--- src/rtl/jtag_tap_ctrl_pkg.sv ---
// Shared constants for the generic JTAG TAP build: instruction codes,
// the 16 TAP state encodings (one-hot) and small helpers.
package jtag_tap_ctrl_pkg;

    // Instruction register width and instruction codes
    localparam int         IR_LENGTH   = 4;
    localparam logic [3:0] JTAG_IDCODE = 4'h1;
    localparam logic [3:0] JTAG_BYPASS = 4'hF;
    localparam logic [3:0] GPIO_CONFIG = 4'h2;
    localparam logic [3:0] GPIO_DATA   = 4'h3;

    // Bit positions of each TAP state inside the one-hot state vector
    localparam int TAP_IDX_TLR    = 0;
    localparam int TAP_IDX_RTI    = 1;
    localparam int TAP_IDX_SEL_DR = 2;
    localparam int TAP_IDX_CAP_DR = 3;
    localparam int TAP_IDX_SH_DR  = 4;
    localparam int TAP_IDX_EX1_DR = 5;
    localparam int TAP_IDX_PAU_DR = 6;
    localparam int TAP_IDX_EX2_DR = 7;
    localparam int TAP_IDX_UPD_DR = 8;
    localparam int TAP_IDX_SEL_IR = 9;
    localparam int TAP_IDX_CAP_IR = 10;
    localparam int TAP_IDX_SH_IR  = 11;
    localparam int TAP_IDX_EX1_IR = 12;
    localparam int TAP_IDX_PAU_IR = 13;
    localparam int TAP_IDX_EX2_IR = 14;
    localparam int TAP_IDX_UPD_IR = 15;

    // One-hot encoding: every strobe is a single register bit, so the
    // strobes cannot glitch when the state changes.
    typedef enum logic [15:0] {
        TAP_TLR    = 16'h0001,
        TAP_RTI    = 16'h0002,
        TAP_SEL_DR = 16'h0004,
        TAP_CAP_DR = 16'h0008,
        TAP_SH_DR  = 16'h0010,
        TAP_EX1_DR = 16'h0020,
        TAP_PAU_DR = 16'h0040,
        TAP_EX2_DR = 16'h0080,
        TAP_UPD_DR = 16'h0100,
        TAP_SEL_IR = 16'h0200,
        TAP_CAP_IR = 16'h0400,
        TAP_SH_IR  = 16'h0800,
        TAP_EX1_IR = 16'h1000,
        TAP_PAU_IR = 16'h2000,
        TAP_EX2_IR = 16'h4000,
        TAP_UPD_IR = 16'h8000
    } tap_state_e;

    // True when the one-hot state has the bit for state index idx set
    function automatic logic tap_in_state(input tap_state_e s, input int idx);
        return s[idx];
    endfunction

endpackage

--- src/rtl/jtag_tap_ctrl_fsm.sv ---
// TAP state machine: decodes TMS into the 16-state IEEE 1149.1 controller.
module jtag_tap_fsm
    import jtag_tap_ctrl_pkg::*;
(
    input  logic       tck,
    input  logic       reset_,
    input  logic       tms,
    output tap_state_e state_o
);

    tap_state_e state_q;

    // State register with next-state decode; reset forces Test-Logic-Reset
    always_ff @(posedge tck or negedge reset_) begin
        if (!reset_) begin
            state_q <= TAP_TLR;
        end else begin
            case (state_q)
                TAP_TLR:    state_q <= tms ? TAP_TLR    : TAP_RTI;
                TAP_RTI:    state_q <= tms ? TAP_SEL_DR : TAP_RTI;
                TAP_SEL_DR: state_q <= tms ? TAP_SEL_IR : TAP_CAP_DR;
                TAP_CAP_DR: state_q <= tms ? TAP_EX1_DR : TAP_SH_DR;
                TAP_SH_DR:  state_q <= tms ? TAP_EX1_DR : TAP_SH_DR;
                TAP_EX1_DR: state_q <= tms ? TAP_UPD_DR : TAP_PAU_DR;
                TAP_PAU_DR: state_q <= tms ? TAP_EX2_DR : TAP_PAU_DR;
                TAP_EX2_DR: state_q <= tms ? TAP_UPD_DR : TAP_SH_DR;
                TAP_UPD_DR: state_q <= tms ? TAP_SEL_DR : TAP_RTI;
                TAP_SEL_IR: state_q <= tms ? TAP_TLR    : TAP_CAP_IR;
                TAP_CAP_IR: state_q <= tms ? TAP_EX1_IR : TAP_SH_IR;
                TAP_SH_IR:  state_q <= tms ? TAP_EX1_IR : TAP_SH_IR;
                TAP_EX1_IR: state_q <= tms ? TAP_UPD_IR : TAP_PAU_IR;
                TAP_PAU_IR: state_q <= tms ? TAP_EX2_IR : TAP_PAU_IR;
                TAP_EX2_IR: state_q <= tms ? TAP_UPD_IR : TAP_SH_IR;
                TAP_UPD_IR: state_q <= tms ? TAP_SEL_DR : TAP_RTI;
                // Any corrupted (non one-hot) value recovers to TLR
                default:    state_q <= TAP_TLR;
            endcase
        end
    end

    assign state_o = state_q;

endmodule

--- src/rtl/jtag_tap_ctrl.sv ---
// JTAG TAP controller: instruction register, IDCODE and BYPASS data
// registers, DR strobes for the user block and the TDO output mux.
// IR_BITS must be at least 2 and IDCODE_VALUE[0] must be 1.
module jtag_tap_ctrl
    import jtag_tap_ctrl_pkg::*;
#(
    parameter int          IR_BITS      = IR_LENGTH,
    parameter logic [31:0] IDCODE_VALUE = 32'h0BAD_C0DF
) (
    input  logic               tck,
    input  logic               reset_,
    input  logic               tms,
    input  logic               tdi,
    output logic               tdo,
    output logic               tdo_oe,
    input  logic               user_tdo,
    output logic [IR_BITS-1:0] ir,
    output logic               capture_dr,
    output logic               shift_dr,
    output logic               update_dr
);

    // Instruction codes resized to the configured IR width
    localparam logic [IR_BITS-1:0] IR_IDCODE  = IR_BITS'(JTAG_IDCODE);
    localparam logic [IR_BITS-1:0] IR_BYPASS  = '1;
    localparam logic [IR_BITS-1:0] IR_CAPTURE = IR_BITS'(2'b01);

    tap_state_e state;

    logic [IR_BITS-1:0] ir_q, ir_d;
    logic [IR_BITS-1:0] ir_shift_q, ir_shift_d;
    logic [31:0]        idcode_q, idcode_d;
    logic               bypass_q, bypass_d;
    logic               tdo_q, tdo_d;
    logic               tdo_oe_q, tdo_oe_d;

    logic sel_idcode;
    logic sel_bypass;
    logic dr_tdo;

    jtag_tap_fsm u_fsm (
        .tck     (tck),
        .reset_  (reset_),
        .tms     (tms),
        .state_o (state)
    );

    // Strobes are single one-hot state bits, valid for the whole tck cycle
    assign capture_dr = tap_in_state(state, TAP_IDX_CAP_DR);
    assign shift_dr   = tap_in_state(state, TAP_IDX_SH_DR);
    assign update_dr  = tap_in_state(state, TAP_IDX_UPD_DR);

    // Data register selection follows the active instruction
    assign sel_idcode = (ir_q == IR_IDCODE);
    assign sel_bypass = (ir_q == IR_BYPASS);
    assign dr_tdo     = sel_idcode ? idcode_q[0] :
                        sel_bypass ? bypass_q    : user_tdo;

    // Next values of the rising-edge registers (IR, IR shifter, IDCODE, bypass)
    always_comb begin
        ir_d       = ir_q;
        ir_shift_d = ir_shift_q;
        idcode_d   = idcode_q;
        bypass_d   = bypass_q;

        if (tap_in_state(state, TAP_IDX_TLR)) begin
            ir_d = IR_IDCODE;
        end
        if (tap_in_state(state, TAP_IDX_UPD_IR)) begin
            ir_d = ir_shift_q;
        end

        if (tap_in_state(state, TAP_IDX_CAP_IR)) begin
            ir_shift_d = IR_CAPTURE;
        end
        if (tap_in_state(state, TAP_IDX_SH_IR)) begin
            ir_shift_d = {tdi, ir_shift_q[IR_BITS-1:1]};
        end

        if (tap_in_state(state, TAP_IDX_CAP_DR)) begin
            if (sel_idcode) begin
                idcode_d = IDCODE_VALUE;
            end
            if (sel_bypass) begin
                bypass_d = 1'b0;
            end
        end
        if (tap_in_state(state, TAP_IDX_SH_DR)) begin
            if (sel_idcode) begin
                idcode_d = {tdi, idcode_q[31:1]};
            end
            if (sel_bypass) begin
                bypass_d = tdi;
            end
        end
    end

    // Rising-edge registers; reset discards any partial IR/DR contents
    always_ff @(posedge tck or negedge reset_) begin
        if (!reset_) begin
            ir_q       <= IR_IDCODE;
            ir_shift_q <= '0;
            idcode_q   <= '0;
            bypass_q   <= 1'b0;
        end else begin
            ir_q       <= ir_d;
            ir_shift_q <= ir_shift_d;
            idcode_q   <= idcode_d;
            bypass_q   <= bypass_d;
        end
    end

    // TDO mux: drive the active shift register LSB, otherwise float and hold
    always_comb begin
        tdo_d    = tdo_q;
        tdo_oe_d = 1'b0;
        if (tap_in_state(state, TAP_IDX_SH_IR)) begin
            tdo_d    = ir_shift_q[0];
            tdo_oe_d = 1'b1;
        end else if (tap_in_state(state, TAP_IDX_SH_DR)) begin
            tdo_d    = dr_tdo;
            tdo_oe_d = 1'b1;
        end
    end

    // TDO registers launch on the falling edge so the target samples mid-cycle
    always_ff @(negedge tck or negedge reset_) begin
        if (!reset_) begin
            tdo_q    <= 1'b0;
            tdo_oe_q <= 1'b0;
        end else begin
            tdo_q    <= tdo_d;
            tdo_oe_q <= tdo_oe_d;
        end
    end

    assign tdo    = tdo_q;
    assign tdo_oe = tdo_oe_q;
    assign ir     = ir_q;

endmodule

--- config.mk ---
export PLATFORM = sky130hd
export DESIGN_NAME = jtag_tap_ctrl
export DESIGN_NICKNAME = d
export VERILOG_FILES = /design/src/rtl/jtag_tap_ctrl_pkg.sv /design/src/rtl/jtag_tap_ctrl_fsm.sv /design/src/rtl/jtag_tap_ctrl.sv
export SDC_FILE = /design/constraint.sdc
export NUM_CORES = 1
export LEC_CHECK = 0
export CORE_ASPECT_RATIO = 0.8
export CORE_MARGIN = 4
export CORE_UTILIZATION = 51
export DETAILED_ROUTE_END_ITERATION = 16
export PLACE_DENSITY_LB_ADDON = 0.25
export SLEW_MARGIN = 10
export SYNTH_ARGS = -nofsm -noshare
export SYNTH_HDL_FRONTEND = slang
export SYNTH_HIERARCHICAL = 1
export SYNTH_SLANG_ARGS = --single-unit
--- constraint.sdc ---
create_clock -name tck -period 2.3 [get_ports tck]
set_clock_uncertainty 0.15 [all_clocks]
set_input_delay 0.23 -clock tck [delete_from_list [all_inputs] [get_ports tck]]
set_output_delay 0.23 -clock tck [all_outputs]
set_load 0.05 [all_outputs]
-- Word level (Yosys, flattened, before mapping)
Cells that the tools add are included.
- $add $sub $neg: 0
- multiply operators: 0
- divide/modulo/power cells: 0
- order comparisons: 0
- equality and inequality tests: 18
- shift operators: 0
- muxes and demuxes: 31
- bitwise gates (word level): 0
- reduce and logical (&&, ||, !) cells: 6
- operators by type and width (kind ; number):
    $pmux 16 s12 ; 1
    $mux 32 ; 4
    $mux 16 ; 2
    $mux 9 ; 2
    $eq 16x1->1 const B ; 1
    $eq 16x10->1 const B ; 1
    $eq 16x11->1 const B ; 1
    $eq 16x12->1 const B ; 1
    $eq 16x13->1 const B ; 1
    $eq 16x14->1 const B ; 1
    $eq 16x15->1 const B ; 1
    $eq 16x16->1 const B ; 1
    $eq 16x2->1 const B ; 1
    $eq 16x3->1 const B ; 1
    $eq 16x4->1 const B ; 1
    $eq 16x5->1 const B ; 1
    $eq 16x6->1 const B ; 1
    $eq 16x7->1 const B ; 1
    $eq 16x8->1 const B ; 1
    $eq 16x9->1 const B ; 1
    $mux 4 ; 4
    $mux 15 ; 1
    $mux 13 ; 1
    $mux 11 ; 1
    other kinds (11) ; 23
- register bits after elaboration: 59
- latch bits: 0
- bits in writable memories: 0
- ROM bits: 0
- input port bits: 5
- output and inout port bits: 9
- logic and storage cells: 62
- memories kept: 0

-- Logic depth before layout (Yosys ltp)
- depth after elaboration: 5
- mapped depth: 6
- depth with buffers taken out: 5

-- By module
The synthesis kept the hierarchy.
- modules (own cells, without submodules) (module ; instances ; cells each ; area an instance (um2) ; seq. area each (um2)):
    jtag_tap_ctrl ; 1 ; 122 ; 1632.8 ; 1077.3
    jtag_tap_fsm ; 1 ; 94 ; 917.1 ; 401.6

==> results.md <==
- H-tree depth: 3
- Slew headroom: 53.9%
- DRT iter0 DRCs: 120
- Initial Util: a little over half
- CP peak stage delay: 440 ps
- Drt wl/cell: 16.2 um
- Synthesized-area fraction occupied by adder cells: 0%
- Die Area: 6200 um^2
- Detail-routed via count per cell: between 5 and 6
- Total Wirelength: 5100 um
- Pre-Repair DR Iteration Count: 4
- Worst Hold Class: register to register
- Net count after synthesis: 221
- Violated checks: negative setup slack
- Cell variety after synth: 38
- Power Internal: around 2100 uW
- Chip height: 71.2 um
- Power per cell area: 937 nW/um^2
- Main combinational cell family by area after synthesis: simple AND/OR/NAND/NOR gates
- Reg2reg setup slack: -180 ps
- Max Cap Viol: 0
- Layout area overhead: 21.5%
- #FFs+latches synth: 59
- Setup TNS: -464 ps
- WS Path Type: register to register
- Synth warn: 6
- Clk sinks: 59
- Top cell family by delay on the critical path: flip-flops
- Switch share: 27.6%
- Final setup viols: 3
- Req. time, crit path: 1170 ps
- Reg2Reg Depth: 4
- Vias in the first global route: approximately 1,800
- CP endpoint kind: register
- Pleak: about 0.0014 uW
- CTS tree: yes
- Worst hold path startpoint: idcode_q[27]$_DFF_PN0_
- Average cell area after synthesis: 11.8 um^2
- Core ar.: 4710 um^2
- Initial antenna violation count: 0
- Synth Cell Area: between 2000 and 3000 um^2
- Status: finished with violations
- Layout cells sized above 1: 23.6%
- FF-to-FF Start: ir[2]$_DFFE_PN0P_
- Clk root buf: clkbuf_8
- Detail Placement HPWL: roughly 3300 um
- Flop pwr share: between 40 and 50%
- Worst-Skew Late Latency: 340 ps
- EDFF count, synth: 0
- Mux contribution to synthesized area: 0%
- Transition time of the tightest slew-check pin: 692 ps
- Area fraction in compound gates after synthesis: 17.0%
- Die W: between 80 and 90 um
- Worst path slowest cell: dfrtp_2
- CTS Buf Count: 9
- Nets: 254
- Diodes inserted: 0
- Worst setup path start: ir[2]$_DFFE_PN0P_
- DRC: 0
- RSZ-0062 raised after global routing: true
- Synth Area in XOR/XNOR: 3.09%
- Maximum vdd drop: 0.568 mV
- Tot GR Track Use: 18.5%
- Synth area leader: dfrtp_1
- Ys async rst share: 100%
- Stages on the worst setup path: 4
- Most numerous cell in the Yosys netlist: dfrtp_1
- Buf/Inv on CP: 0
- Clock power share: 35.8%
- Routed vias: roughly 1,800
- Port-buffer cells: 13
- Worst setup margin: -181 ps
- Power, Total: approximately 2900 uW
- Combinational share of power: 17.3%
- Total grt overflow: 0
- Ys flop type: dfrtp_1
- Synth Area in Simple Gates: between 10% and 20%
- GP Congestion: 0.851
- Row count: 22
- Clock Path Buffers: 2
- Crit Reg-Reg Endpoint: tdo$_DFFE_NN0P_
- Commonest cells post-synth: dfrtp_1, a22o_1, nor2_1
- Clk slew on worst S/H paths: 70 ps
- Net Switching: 802 uW
- Largest net degree at the start of global routing: 58
- Final Hold Fails: 0
- Critical Path Start Type: register
- Cells after Synth: roughly 220
- Max-slew violations: 0
- Sequential element share of the synthesized area: 58.0%
- I/O Pins: 14
- CP arrival: 1360 ps
- First-pass GRT wire length: just under 9000 um
- CP endpoint: tdo$_DFFE_NN0P_
- Critical path fanouts, max: 4
- Largest cells by area after synthesis: dfrtp_1, a22o_1, o22a_1
- Top-area cell type share of the netlist area: 54.0%
- Worst path cell trace: nor3_4 -> o21a_1 -> o211ai_1 -> a22o_1
- Antenna-violating nets left: 0
-- through the flow --
stage	setup WS (ps)	util, %	cells	hold WS (ps)	area, um^2
after floorplan	-394	-	216	-216	2570
after global placement	-205	60.4	296	302	2840
after detailed placement	-192	60.4	296	306	2840
after CTS	-193	65.5	314	344	3080
after global routing	-229	65.8	314	362	3100
final	-181	65.8	314	342	3100
-- layer usage --
layer,share of wire (%),vias up,global-route usage (%)
li1,-,865,-
met2,43,50,25.6
met3,6.7,6,7.24
met1,49,904,26.6
met5,0,-,0
met4,0.94,0,6.23
-- what timing repair did --
action                     CTS  global route
setup endpoints to repair    3             5
hold buffers                 1             0
buffers inserted             1             0
pin swaps                    2             1
gates cloned                 0             0
resized for setup            0             3
hold endpoints to repair    55             0
-- power groups by stage --
stage	sequential, uW	clock, uW	combinational, uW
after detailed placement	1380	0	486
final	1360	1040	502
after CTS	1360	1070	500
after floorplan	1360	0	315
after global placement	1370	0	471
after global routing	1380	1110	552
-- sequential cells by signal, summed over array words and instances, names as in the netlist --
| name | flops |
|---|---|
| tdo | 1 |
| u_fsm/state_o | 16 |
| ir | 4 |
| idcode_q | 32 |
| ir_shift_q | 4 |
| tdo_oe | 1 |
| bypass_q | 1 |
-- placed cells by master (no fill, tap or decap), drive strengths merged, types with 2 or more instances in the layout --
cell / n
or2: 3
bufinv: 2
nand2: 13
clkinv: 4
o22a: 17
xor2: 4
clkdlybuf4s50: 9
dfrtp: 55
nand4: 8
inv: 4
dfstp: 2
nand3: 3
xnor2: 5
nor2: 21
nand2b: 5
nor4: 8
o211ai: 3
or4: 4
buf: 23
nor3: 8
a21o: 2
dfrtn: 2
a22o: 19
clkbuf: 9
o21ai: 11
-- worst reg2reg max path: cells and delay by family, from the launching register on --
kind               cells  cell delay (ps)
and+or+nand+nor        1              190
DFF                    1              440
AOI/OAI and AO/OA      3              390
-- worst min-delay path by stage --
stage                                      endpoint  slack [ps]  cells past startpoint
after floorplan                  bypass_q$_DFF_PN0_        -220                      0
after global placement    ir_shift_q[1]$_DFFE_PN0P_         300                      2
after detailed placement  ir_shift_q[1]$_DFFE_PN0P_         310                      2
after CTS                    idcode_q[27]$_DFF_PN0_         340                      1
after global routing         idcode_q[27]$_DFF_PN0_         360                      1
final                        idcode_q[27]$_DFF_PN0_         340                      1
-- cell families (layout without fill, tap and decap cells) --
family,Yosys count,count (layout)
AO/OA/AOI/OAI,55,55
flip-flops,59,59
XOR/XNOR,9,9
AND/OR/NAND/NOR,78,78
buffers and inverters,15,53
-- layout make-up --
class / instances / area (um^2)
clock buffers: 9 / 124
flip-flops and latches: 59 / 1480
repair buffers: 34 / 308
multi-input cells: 142 / 996
clock inverters: 7 / 100
fillers: 363 / 1610
well taps: 60 / 75.1
inverters: 3 / 11.3
Power figures use the tool's default switching activity.
